## config.mk

```make
export PLATFORM = sky130hd
export DESIGN_NAME = pb_input_cond_flat
export DESIGN_NICKNAME = d
export VERILOG_FILES = /design/src/rtl/pb_input_cond_if.sv /design/src/rtl/pb_input_cond.sv /design/src/flat_wrapper.sv
export SDC_FILE = /design/constraint.sdc
export NUM_CORES = 1
export LEC_CHECK = 0
export CAP_MARGIN = 20
export CORE_MARGIN = 2
export CORE_UTILIZATION = 60
export CTS_BUF_LIST = sky130_fd_sc_hd__clkbuf_16
export DETAILED_ROUTE_END_ITERATION = 8
export GPL_TIMING_DRIVEN = 0
export HOLD_SLACK_MARGIN = 0.02
export PLACE_DENSITY = 0.88
export SLEW_MARGIN = 40
export SYNTH_ARGS = -nofsm -noshare
export SYNTH_HDL_FRONTEND = slang
export SYNTH_SLANG_ARGS = --single-unit
```

## constraint.sdc

```tcl
create_clock -name clk_125 -period 2.7 [get_ports clk_125]
set_input_delay 0.54 -clock clk_125 [delete_from_list [all_inputs] [get_ports clk_125]]
set_output_delay 0.54 -clock clk_125 [all_outputs]
set_load 0.01 [all_outputs]
```

## src/rtl/pb_input_cond_if.sv

```systemverilog
// Push-button / switch conditioning bundle.
// Raw pins come in; clean levels, press pulses and mode go out.
interface pb_input_cond_if #(
  parameter int N_BTN = 4,
  parameter int N_SW  = 2
);
  logic [N_BTN-1:0] btn;
  logic [N_SW-1:0]  sw;
  logic [N_BTN-1:0] btn_db;
  logic [N_SW-1:0]  sw_db;
  logic [N_BTN-1:0] btn_press;
  logic [1:0]       mode;
  logic             mode_valid;

  modport master (
    output btn, sw,
    input  btn_db, sw_db, btn_press, mode, mode_valid
  );

  modport slave (
    input  btn, sw,
    output btn_db, sw_db, btn_press, mode, mode_valid
  );
endinterface

```

## src/rtl/pb_input_cond.sv

```systemverilog
// Button/switch front end: 2-flop sync, per-bit debounce,
// press pulse generation and priority mode encoder.
module pb_input_cond #(
  parameter int N_BTN           = 4,
  parameter int N_SW            = 2,
  parameter int DEBOUNCE_CYCLES = 1250000,
  parameter int CNT_W           = 21
) (
  input  logic                 clk_125,
  input  logic                 sys_rst,
  pb_input_cond_if.slave       pb
);

  localparam int N = N_BTN + N_SW;
  localparam logic [CNT_W-1:0] LAST =
    CNT_W'(DEBOUNCE_CYCLES - 1);

  logic [N-1:0]     raw;
  logic [N-1:0]     s1;
  logic [N-1:0]     s2;
  logic [N-1:0]     stable;
  logic [N-1:0]     rise;
  logic [CNT_W-1:0] cnt [N];
  logic [N_BTN-1:0] press_q;
  logic [1:0]       mode_q;
  logic             valid_q;

  assign raw = {pb.sw, pb.btn};

  // Two-flop synchroniser for every raw pin
  always_ff @(posedge clk_125) begin
    if (sys_rst) begin
      s1 <= '0;
      s2 <= '0;
    end else begin
      s1 <= raw;
      s2 <= s1;
    end
  end

  // A bit is about to be accepted high on this edge
  always_comb begin
    rise = '0;
    for (int i = 0; i < N; i++) begin
      rise[i] = s2[i] & ~stable[i] & (cnt[i] == LAST);
    end
  end

  // Per-bit debounce: new level must hold DEBOUNCE_CYCLES
  always_ff @(posedge clk_125) begin
    if (sys_rst) begin
      stable <= '0;
      for (int i = 0; i < N; i++) begin
        cnt[i] <= '0;
      end
    end else begin
      for (int i = 0; i < N; i++) begin
        if (s2[i] == stable[i]) begin
          cnt[i] <= '0;
        end else if (cnt[i] == LAST) begin
          stable[i] <= s2[i];
          cnt[i]    <= '0;
        end else begin
          cnt[i] <= cnt[i] + 1'b1;
        end
      end
    end
  end

  // Press pulse aligned with the first high cycle of btn_db
  always_ff @(posedge clk_125) begin
    if (sys_rst) begin
      press_q <= '0;
    end else begin
      press_q <= rise[N_BTN-1:0];
    end
  end

  // Priority encode presses into mode, strobe on every press
  always_ff @(posedge clk_125) begin
    if (sys_rst) begin
      mode_q  <= 2'd0;
      valid_q <= 1'b0;
    end else begin
      valid_q <= |press_q;
      priority case (1'b1)
        press_q[3]: mode_q <= 2'd3;
        press_q[2]: mode_q <= 2'd2;
        press_q[1]: mode_q <= 2'd1;
        press_q[0]: mode_q <= 2'd0;
        default:    mode_q <= mode_q;
      endcase
    end
  end

  assign pb.btn_db     = stable[N_BTN-1:0];
  assign pb.sw_db      = stable[N-1:N_BTN];
  assign pb.btn_press  = press_q;
  assign pb.mode       = mode_q;
  assign pb.mode_valid = valid_q;

endmodule

```

## src/flat_wrapper.sv

```systemverilog
// flat-port wrapper written by rule: the top's interface ports become plain ports
module pb_input_cond_flat 
#(
  parameter int N_BTN           = 4,
  parameter int N_SW            = 2,
  parameter int DEBOUNCE_CYCLES = 1250000,
  parameter int CNT_W           = 21
)
  (clk_125, sys_rst, pb_btn, pb_sw, pb_btn_db, pb_sw_db, pb_btn_press, pb_mode, pb_mode_valid);
  pb_input_cond_if #(.N_BTN(N_BTN), .N_SW(N_SW)) pb_i ();
  input  logic clk_125;
  input  logic sys_rst;
  input wire logic [$bits(pb_i.btn)-1:0] pb_btn;
  input wire logic [$bits(pb_i.sw)-1:0] pb_sw;
  output wire logic [$bits(pb_i.btn_db)-1:0] pb_btn_db;
  output wire logic [$bits(pb_i.sw_db)-1:0] pb_sw_db;
  output wire logic [$bits(pb_i.btn_press)-1:0] pb_btn_press;
  output wire logic [$bits(pb_i.mode)-1:0] pb_mode;
  output wire logic [$bits(pb_i.mode_valid)-1:0] pb_mode_valid;
  assign pb_i.btn = pb_btn;
  assign pb_i.sw = pb_sw;
  assign pb_btn_db = pb_i.btn_db;
  assign pb_sw_db = pb_i.sw_db;
  assign pb_btn_press = pb_i.btn_press;
  assign pb_mode = pb_i.mode;
  assign pb_mode_valid = pb_i.mode_valid;
  pb_input_cond #(.N_BTN(N_BTN), .N_SW(N_SW), .DEBOUNCE_CYCLES(DEBOUNCE_CYCLES), .CNT_W(CNT_W)) u_core (.clk_125(clk_125), .sys_rst(sys_rst), .pb(pb_i));
endmodule
```

### Yosys cells after proc, flatten, opt, wreduce, memory -nomap -nowiden

Memories as Yosys holds them, arrays and structs flattened.
Index checks and enable logic that the tools add are counted.

| cells by class | value |
|---|---|
| multiply operators | 0 |
| $lt $le $gt $ge | 0 |
| bitwise operators | 36 |
| add/subtract/negate cells | 6 |
| reduce and logical (&&, ||, !) cells | 8 |
| equality and inequality tests | 12 |
| multiplexer cells | 90 |
| shift-type cells | 0 |
| div/mod/pow operators | 0 |

Operator list:

| operator | count |
|---|---|
| $mux W21 | 18 |
| $add A21 B1 Y21 const B | 6 |
| $eq A21 B21 Y1 const B | 6 |
| $mux W1 | 68 |
| $or A1 B1 Y1 | 18 |
| $reduce_and A2 Y1 | 6 |
| $not A1 Y1 | 10 |
| $and A1 B1 Y1 | 8 |
| $mux W2 | 4 |
| $eq A1 B1 Y1 | 6 |
| $reduce_bool A4 Y1 | 1 |
| $reduce_or A4 Y1 | 1 |

| storage, ports and cells | value |
|---|---|
| memories kept | 1 |
| memory bits (writable) | 126 |
| bits in latches | 0 |
| input bits | 8 |
| output and inout port bits | 13 |
| register bits | 25 |
| memory bits (read-only) | 0 |

Memory list:

| memory | words | bits a word | read ports | clocked after memory_dff | write ports | line | source |
|---|---|---|---|---|---|---|---|
| u_core.cnt | 6 | 21 | 6 | 0 | 6 | pb_input_cond.sv:23 | `logic [CNT_W-1:0] cnt [N];` |

### Longest topological paths before layout

| depth | value |
|---|---|
| word-level depth | 7 |
| gate-level depth with buffers | 7 |
| gate-level depth less buffers | 5 |

### Worst setup path before layout

No wires, ideal clock.

| path | value |
|---|---|
| path kind | flip-flop to flip-flop |
| start | memory u_core.cnt[4][5] |
| end | memory u_core.cnt[4][2] (data pin) |
| path buffers | 1 |
| setup slack | 0.606 ns |
| data arrival time | 1.837 ns |
| cell stages (with the launch flop) | 6 |
| period minus slack after synthesis | 2.094 ns |
| required time | 2.443 ns |
| setup time | 0.257 ns |
| path through | edfxtp_1 or4_1 or4_1 o21ai_1 buf_2 nor2_1 |

RTL lines:

| element | line |
|---|---|
| from (decl) | pb_input_cond.sv:23 |

==> out/qor.yml <==
finalSetupViolCount: 0
outcome: "finished, final reports clean"
r2r_start: "u_core.cnt[2][0]"
ant_nets: 0
num_vias: 6328
worst_path_largest_cell_delay_ps: 490
portBuffers: 19
hold_violations: 0
cp-end-kind: "flip-flop"
mostFrequentLayoutCells: "126 x edfxtp_1, 126 x conb_1, 86 x nor2_1"
drc_errors: 0
cp_top_family: "buffers and inverters"
die_h_um: 119.2
grt_overflow_total: 0
track_usage: 0.2350
clock_latency_ps: 430
fillers: 917
crit_buf_inv: 2
hold_buffers: 0
start_util: 0.6081
seq_area_mm2: 0.004284
path_cells: "ha_1, and3_1, clkbuf_1, nand4_1, o41ai_1, clkbuf_1, a21oi_1"
h-tree-depth: 4
rsz0062_at_grt: "no"
routedWlPerCell_um: 14.28
ys.warnings.count: 0
fmax_mhz: 399.3
worst_slew_pin_slew_ps: 650.0
hold_path_class: "reg2reg"
core_area_mm2: 0.01309
multiInputGateArea_mm2: 0.003970
die-area_mm2: 0.01420
rows: 42
path_depth: 7
syn_to_final_growth_pct: 18.85
period_share: 0.9275
antenna_found_initial: 0
grt_start_max_net_pins: 17
wirelength_um: 15950
finalSetupTns_ps: 0
slowest_stage: "o41ai_1"
maxCapViolations: 0
worstSetupPathType: "reg2reg"
grt_pass1_wl_um: 26710
skew_ps: 5.906
timing.hold.ws_ps: 428.3
drtIter0Drc: 611
timing.final.ws_setup_ps: 195.6
syn-cell-area_mm2: 0.007958
cp_max_fo: 10
clockRootBuffer: "clkbuf_16"
syn_avg_cell_area_um2: 10.40
p_leak_nw: 3.142
path_clk_slew_ps: 60
yosysSeqAreaShare: 0.5384
layout.nets: 946
worstPathArrival_ps: 2660
io_pins: 21
cpMostUsedCell: "clkbuf_1"
powerDensity_mw_per_mm2: 569.4
pre_cts_slack_ps: 190.5
grt_pass1_vias: 5911
hold_start: "u_core.s1[0]"
final_layout_size_suffix_gt1_frac: 0.04782
timing.reg2reg.setup_slack_ps: 200
max-vdd-ir-drop_uv: 527.1
drv_slew: 0
die-width_um: 119.2
ys_ff_latch: 151
synthCells: 765
yosysUniqueCellTypes: 42
gp_congestion: 0.8667
first_pass_iters: 5
cp.required_ps: 2860
cts_resized: 0
critical_path.startpoint: "u_core.cnt[2][0]"
reg2reg_depth: 7
clkSinkCount: 151
postCtsSetupRepairBufs: 0
tritoncts: "done"
cts_buffer_depth: 2
critPathLaunchType: "flip-flop"
cts_buffers: 17
finish.utilization: 0.7228
vias_per_cell: 5.665
insertedDiodeCount: 0
period_minus_slack_ps: 2504
endpoint: "u_core.cnt[2][15]"
hpwl_um: 10840
relSlewSlack: 0.5652
r2r_end: "u_core.cnt[2][15]"
-- how the worst min path moves through the flow --
stage | end | slack (ps) | depth (start not counted)
4_1_cts | u_core.s2[0] | 430 | 1
2_1_floorplan | u_core.s2[0] | 410 | 1
6_report | u_core.s2[0] | 430 | 1
5_1_grt | u_core.s2[0] | 460 | 1
3_3_place_gp | u_core.s2[0] | 420 | 1
3_5_place_dp | u_core.s2[0] | 420 | 1
-- cell families after synthesis --
| kind of cell | synth area share |
|---|---|
| xor gates and xnor gates | 0.07484 |
| and+or+nand+nor | 0.2605 |
| AOI/OAI and AO/OA | 0.08726 |
| adders and majority gates | 0.01572 |
| buffers and inverters | 0.02280 |
| other | 0.0004712 |
| DFF | 0.5384 |
-- layout make-up --
class                      instances  share of cell area
timing repair buffer              19             0.02011
clock buffer                      17             0.04498
clock inverter                    15             0.01958
inverter                          18            0.007144
multi-input combinational        693              0.4198
buffer                            28             0.01217
sequential                       151              0.4530
tap                              176             0.02328
-- synthesized netlist by cell type (all sizes together) --
cell type | number | share of area
nor4bb | 2 | 0.0025
a31o | 1 | 0.0011
nor4 | 16 | 0.013
buf | 8 | 0.0049
o21ba | 1 | 0.0013
o21a | 1 | 0.00094
nand2 | 44 | 0.021
or4b | 2 | 0.0025
or4 | 27 | 0.025
o21ai | 32 | 0.020
edfxtp | 126 | 0.48
nor2 | 86 | 0.041
o41ai | 5 | 0.0079
nor3b | 8 | 0.0075
and2 | 9 | 0.0071
a21oi | 55 | 0.035
nand4bb | 3 | 0.0042
nor4b | 7 | 0.0077
ha | 10 | 0.016
o31ai | 22 | 0.021
clkbuf | 20 | 0.0094
or3 | 31 | 0.024
nand3 | 44 | 0.028
conb | 1 | 0.00047
nand4b | 1 | 0.0011
xor2 | 35 | 0.039
nand4 | 38 | 0.030
and3 | 14 | 0.011
and4 | 15 | 0.017
or2 | 1 | 0.00079
nor3 | 9 | 0.0057
inv | 18 | 0.0085
nand2b | 3 | 0.0024
xnor2 | 33 | 0.036
dfxtp | 25 | 0.063
nor2b | 12 | 0.0094
-- metrics by stage --
stage | instances | cell area (um^2) | total power [mW]
global placement | 1085 | 8837 | 2.945
global route | 1117 | 9458 | 5.539
finish | 1117 | 9458 | 5.385
floorplan | 890 | 8427 | 2.887
CTS | 1117 | 9448 | 5.397
detailed placement | 1085 | 8837 | 2.955
-- per-layer routing --
metal / part of all wire / track usage
met5: 0 / 0
met2: 0.50 / 0.3958
met4: 0.018 / 0.09375
met3: 0.037 / 0.05603
met1: 0.44 / 0.2928
-- power by group --
group	internal (mW)	leakage (nW)	switching, mW
sequential	2.61	1.50	0.101
clock	1.53	0.297	0.932
combinational	0.0795	1.34	0.126
total	4.23	3.14	1.16
-- registers in the layout, summed over array words and instances (netlist names) --
| signal | cells |
|---|---|
| u_core.cnt | 126 |
| u_core.pb.mode_valid | 1 |
| u_core.s2 | 6 |
| u_core.pb.btn_press | 4 |
| u_core.stable | 6 |
| u_core.s1 | 6 |
| u_core.pb.mode | 2 |
Power figures use the tool's default switching activity.
